==> src/rtl/oaram_packer.sv <==
// oaram_packer: compresses a dense stream of 8-bit activations into
// (value, zero-run index) entries and writes them to the output activation RAM.
// A zero run that reaches the largest index emits a filler entry of value 0.
// Zero beats still pending when the group ends are dropped, not written.
// Optional build macro: OARAM_PACKER_RELU_EN. When it is defined, in_value is
// treated as signed and negative values count as zero (ReLU). When it is not
// defined, only the value 0 counts as zero.
module oaram_packer #(
  parameter int RAM_WIDTH   = 10,
  parameter int INDEX_WIDTH = 4
) (
  input  logic                   clk,
  input  logic                   reset,
  input  logic                   start,
  input  logic [RAM_WIDTH-1:0]   base_address,
  input  logic                   in_valid,
  input  logic [7:0]             in_value,
  input  logic                   in_last,
  output logic                   in_ready,
  output logic [7:0]             oaram_value,
  output logic [INDEX_WIDTH-1:0] oaram_index,
  output logic [RAM_WIDTH-1:0]   oaram_address,
  output logic                   oaram_write_enable,
  output logic                   done,
  output logic [RAM_WIDTH:0]     entry_count,
  output logic                   overflow
);

  typedef enum logic [1:0] {
    IDLE = 2'd0,
    RUN  = 2'd1,
    DONE = 2'd2
  } state_t;

  localparam logic [INDEX_WIDTH-1:0] RUN_MAX  = {INDEX_WIDTH{1'b1}};
  localparam logic [INDEX_WIDTH-1:0] RUN_ZERO = {INDEX_WIDTH{1'b0}};
  localparam logic [RAM_WIDTH-1:0]   PTR_MAX  = {RAM_WIDTH{1'b1}};

  state_t                 state_r;
  logic [RAM_WIDTH-1:0]   ptr_r;
  logic [INDEX_WIDTH-1:0] run_r;

  logic                   beat_s;
  logic                   zero_s;
  logic                   write_req_s;
  logic [7:0]             write_value_s;
  logic [INDEX_WIDTH-1:0] write_index_s;
  logic [INDEX_WIDTH-1:0] run_next_s;

  // Decides whether a beat is a zero for packing purposes.
  function automatic logic is_zero(input logic [7:0] v);
`ifdef OARAM_PACKER_RELU_EN
    return (v == 8'd0) || v[7];
`else
    return (v == 8'd0);
`endif
  endfunction

  // Classify the current beat and work out the entry it produces, if any.
  always_comb begin
    beat_s        = in_valid && in_ready;
    zero_s        = is_zero(in_value);
    write_req_s   = 1'b0;
    write_value_s = 8'd0;
    write_index_s = run_r;
    run_next_s    = run_r;
    if (!beat_s) begin
      run_next_s = run_r;
    end else if (!zero_s) begin
      write_req_s   = 1'b1;
      write_value_s = in_value;
      write_index_s = run_r;
      run_next_s    = RUN_ZERO;
    end else if (in_last) begin
      // Trailing zeros at the end of the group are discarded.
      run_next_s = RUN_ZERO;
    end else if (run_r == RUN_MAX) begin
      write_req_s   = 1'b1;
      write_value_s = 8'd0;
      write_index_s = RUN_MAX;
      run_next_s    = RUN_ZERO;
    end else begin
      run_next_s = run_r + 1'b1;
    end
  end

  // Group state machine with registered RAM write port and status outputs.
  always_ff @(posedge clk) begin
    if (reset) begin
      state_r            <= IDLE;
      in_ready           <= 1'b0;
      oaram_write_enable <= 1'b0;
      done               <= 1'b0;
      overflow           <= 1'b0;
      entry_count        <= {(RAM_WIDTH+1){1'b0}};
      oaram_value        <= 8'd0;
      oaram_index        <= RUN_ZERO;
      oaram_address      <= {RAM_WIDTH{1'b0}};
      run_r              <= RUN_ZERO;
      ptr_r              <= {RAM_WIDTH{1'b0}};
    end else begin
      oaram_write_enable <= 1'b0;
      done               <= 1'b0;
      case (state_r)
        IDLE: begin
          if (start) begin
            ptr_r       <= base_address;
            run_r       <= RUN_ZERO;
            entry_count <= {(RAM_WIDTH+1){1'b0}};
            overflow    <= 1'b0;
            in_ready    <= 1'b1;
            state_r     <= RUN;
          end else begin
            state_r <= IDLE;
          end
        end
        RUN: begin
          run_r <= run_next_s;
          // Once the last address has been written, the group keeps
          // consuming beats but nothing more reaches the RAM.
          if (write_req_s && !overflow) begin
            oaram_write_enable <= 1'b1;
            oaram_value        <= write_value_s;
            oaram_index        <= write_index_s;
            oaram_address      <= ptr_r;
            ptr_r              <= ptr_r + 1'b1;
            entry_count        <= entry_count + 1'b1;
            if (ptr_r == PTR_MAX) begin
              overflow <= 1'b1;
            end else begin
              overflow <= overflow;
            end
          end else begin
            ptr_r <= ptr_r;
          end
          if (beat_s && in_last) begin
            in_ready <= 1'b0;
            done     <= 1'b1;
            state_r  <= DONE;
          end else begin
            state_r <= RUN;
          end
        end
        DONE: begin
          state_r <= IDLE;
        end
        default: begin
          in_ready <= 1'b0;
          state_r  <= IDLE;
        end
      endcase
    end
  end

endmodule

==> config.mk <==
export PLATFORM = sky130hd
export DESIGN_NAME = oaram_packer
export DESIGN_NICKNAME = d
export VERILOG_FILES = /design/src/rtl/oaram_packer.sv
export SDC_FILE = /design/constraint.sdc
export NUM_CORES = 1
export LEC_CHECK = 0
export ABC_CLOCK_PERIOD_IN_PS = 5700
export CORE_MARGIN = 10
export CORE_UTILIZATION = 30
export CTS_CLUSTER_SIZE = 12
export DETAILED_ROUTE_END_ITERATION = 6
export SLEW_MARGIN = 20
export SYNTH_ARGS = -nofsm -noshare
export SYNTH_HDL_FRONTEND = slang
export SYNTH_SLANG_ARGS = --single-unit
==> constraint.sdc <==
create_clock -name clk -period 5.7 [get_ports clk]
set_clock_uncertainty 0.05 [all_clocks]
set_input_delay 0.855 -clock clk [delete_from_list [all_inputs] [get_ports clk]]
set_output_delay 0.855 -clock clk [all_outputs]
set_load 0.02 [all_outputs]
==> flow_summary.ini <==
[status]
outcome = complete, no violations

[timing]
fmax_mhz = 318
hold_viol = 0
hold_slack_ns = 0.406
min_period_ns = 3.14
tns_ns = 0
worstMarginPinSlew_ns = 1.04
fin_ws_ns = 2.56
fin_crit_sh_pct = 55.1
setup_violations = 0
slew_headroom_pct = 30.7
slew_violations = 0
rsz0062_at_grt = false

[finish]
fin_area_mm2 = 0.00328
antenna_cells = 0
final.fill_count = 856
fin_cells = 465
area_growth_pct = 28.9
fin_util_pct = 39.8
drive_above_1_share_pct = 5.56
layout.nets = 385

[setup_path]
slowest_stage = nor4_1
worstSetupPathType = input pin to register
crit_path_end_kind = register
r2r_cells = 6
cp-startpoint = in_value[0]
arrival_ns = 3.31
path_max_fanout = 23
cp-start-kind = input pin
reg2reg_to = ptr_r[0]
critPathMaxStageDelay_ns = 0.65
cp_cell_sequence = clkdlybuf4s50_1, nor4_1, a311o_1, buf_4, a22oi_1, o31ai_1
crit_required_ns = 5.87
rrSetupSlack_ns = 3.12
r2r_start = run_r[0]

[global_routing]
grt_pass1_wl_mm = 12.5
grt_pass1_vias = 2385
grt_max_degree = 54
antenna_found_initial = 0
grt_use_total_pct = 11.6
grt-ovfl-total = 0

[placement]
place_inst = 457
dp_hpwl_mm = 5.29
port-buffer-count = 59
routabilityCongestion = 0.758
placed_cell_area_mm2 = 0.00319
place_ws_ns = 2.23

[detailed_routing]
drt-initial-drc-count = 172
vias_per_cell = 5.40
vias = 2510
drt-pass1-iter-count = 5
post_drt_wl_per_cell_um = 16.3
wl_mm = 7.60
drc = 0
antenna_left = 0

[die]
rows = 33
fp.dieW_um = 112
initial_utilization_pct = 30.8
ios = 60
core_mm2 = 0.00826
die_h_um = 112
die_area_mm2 = 0.0126

[synth]
synth_top_cell_by_area = dfxtp_1
synth_most_common_cell = nand2_1
synth_seq_cells = 53
synth_edf_count = 0
yosysUniqueCellTypes = 49
synth_area_per_cell_um2 = 8.16
synth.area.top_cells = dfxtp_1, nand2_1, a21oi_1
async_flop_share_pct = 0
synth_seq_area_share_pct = 41.7
netlist_instances = 312
synth_ff_type = dfxtp_1
yosysWarnings = 0
synth_common_cells = nand2_1, dfxtp_1, a21oi_1
syn_nets = 338
syn_area_mm2 = 0.00255
synth_top_area_share_pct = 41.7

[job]
maxCapViolCount = 0

[clock_tree]
clk_path_buf_depth = 2
cts_resized = 0
ctsHoldBuffers = 0
clock_latency_ns = 0.31
clock-sinks = 53
cts_made_buffers = 5
clock_tree.root_cell = clkbuf_8
htree_levels = 2
cts_tree = done
clkSlewWorstSetupHoldPaths_ns = 0.09
cts_setup_buffers = 0

[min_path]
hp-start = oaram_address[5]
min_path_cells = 2
hold_path_class = register to register
min_to = oaram_address[5]

[pwr]
power.internal_mw = 0.519
leakage_nw = 1.08
sw_frac_of_total_pct = 27.1
sequentialPowerShare_pct = 55.2
clock_power_share_pct = 31.5
p_sw_mw = 0.193
powerDensity_mw_per_mm2 = 217
combinationalPowerShare_pct = 13.3
ir_drop_mv = 0.0812
fin_total_pwr_mw = 0.711
## critical path, delay by kind of cell
kind	cells	cell delay, ns
compound gates	3	0.98
buf+inv	2	0.82
simple gates	1	0.65
## power groups by stage
| stage | sequential, mW | clock [mW] | combinational [mW] |
|---|---|---|---|
| after floorplan | 0.402 | 0 | 0.0539 |
| after global placement | 0.401 | 0 | 0.0931 |
| after detailed placement | 0.401 | 0 | 0.0948 |
| after CTS | 0.392 | 0.233 | 0.0951 |
| after global routing | 0.395 | 0.245 | 0.104 |
| final | 0.393 | 0.224 | 0.0949 |
## cell usage in the layout, fill, tap and decap left out, types with 3 or more instances in the layout
cell type        netlist  final
nand4_1                3      3
nor4_1                 6      6
a22oi_1                4      4
o22ai_1                6      6
nor4b_1                6      6
nand2_1               59     59
clkbuf_8               0      6
a32o_1                 4      4
a31oi_1                3      3
dfxtp_1               53     53
buf_4                  2      3
o21ai_0               14     14
a221oi_1               4      4
inv_1                  9      9
nand3_1               19     19
nor3_1                 9      9
nor3b_1                3      3
clkdlybuf4s50_1        0     58
nand2b_1               3      3
o32ai_1                4      4
or4_1                  4      4
ha_1                   3      3
a21oi_1               38     38
nor2_1                 6      6
## state kept, by name, summed over array words and instances (netlist names)
signal and flops:
oaram_address 10, state_r 2, in_ready 1, entry_count 11, oaram_index 4, ptr_r 10
done 1, run_r 4, oaram_write_enable 1, overflow 1, oaram_value 8
## cell families (layout without fill, tap and decap cells)
group	Yosys count	count (layout)	synth area share, %
AO/OA/AOI/OAI	95	95	24.2
adder cells (fa/ha/maj)	3	3	1.47
buffers and inverters	32	80	5.89
AND/OR/NAND/NOR	129	129	26.8
flip-flops	53	53	41.7
## how the worst max path moves through the flow
| stage | to | slack, ns |
|---|---|---|
| 5_1_grt | ptr_r[6] | 2.37 |
| 3_5_place_dp | ptr_r[6] | 2.23 |
| 6_report | ptr_r[6] | 2.56 |
| 2_1_floorplan | entry_count[2] | 3.52 |
| 3_3_place_gp | ptr_r[6] | 2.27 |
| 4_1_cts | ptr_r[6] | 2.55 |
## routing by layer
metal / global-route usage, % / share of wire (%)
met1: 15.2 / 46
met2: 18.3 / 47
met5: 0 / 0
met3: 2.56 / 6.0
met4: 3.72 / 1.0
## final cells by class
cell class / instances / area [µm²] / area share (%)
inverters: 10 / 37.5 / 1.14
clock inverters: 2 / 13.8 / 0.419
repair buffers: 62 / 608 / 18.5
flip-flops and latches: 53 / 1060 / 32.3
clock buffers: 6 / 82.6 / 2.51
well taps: 105 / 131 / 4.00
multi-input cells: 227 / 1350 / 41.1
Note: power is estimated with default switching activity, not from simulation.
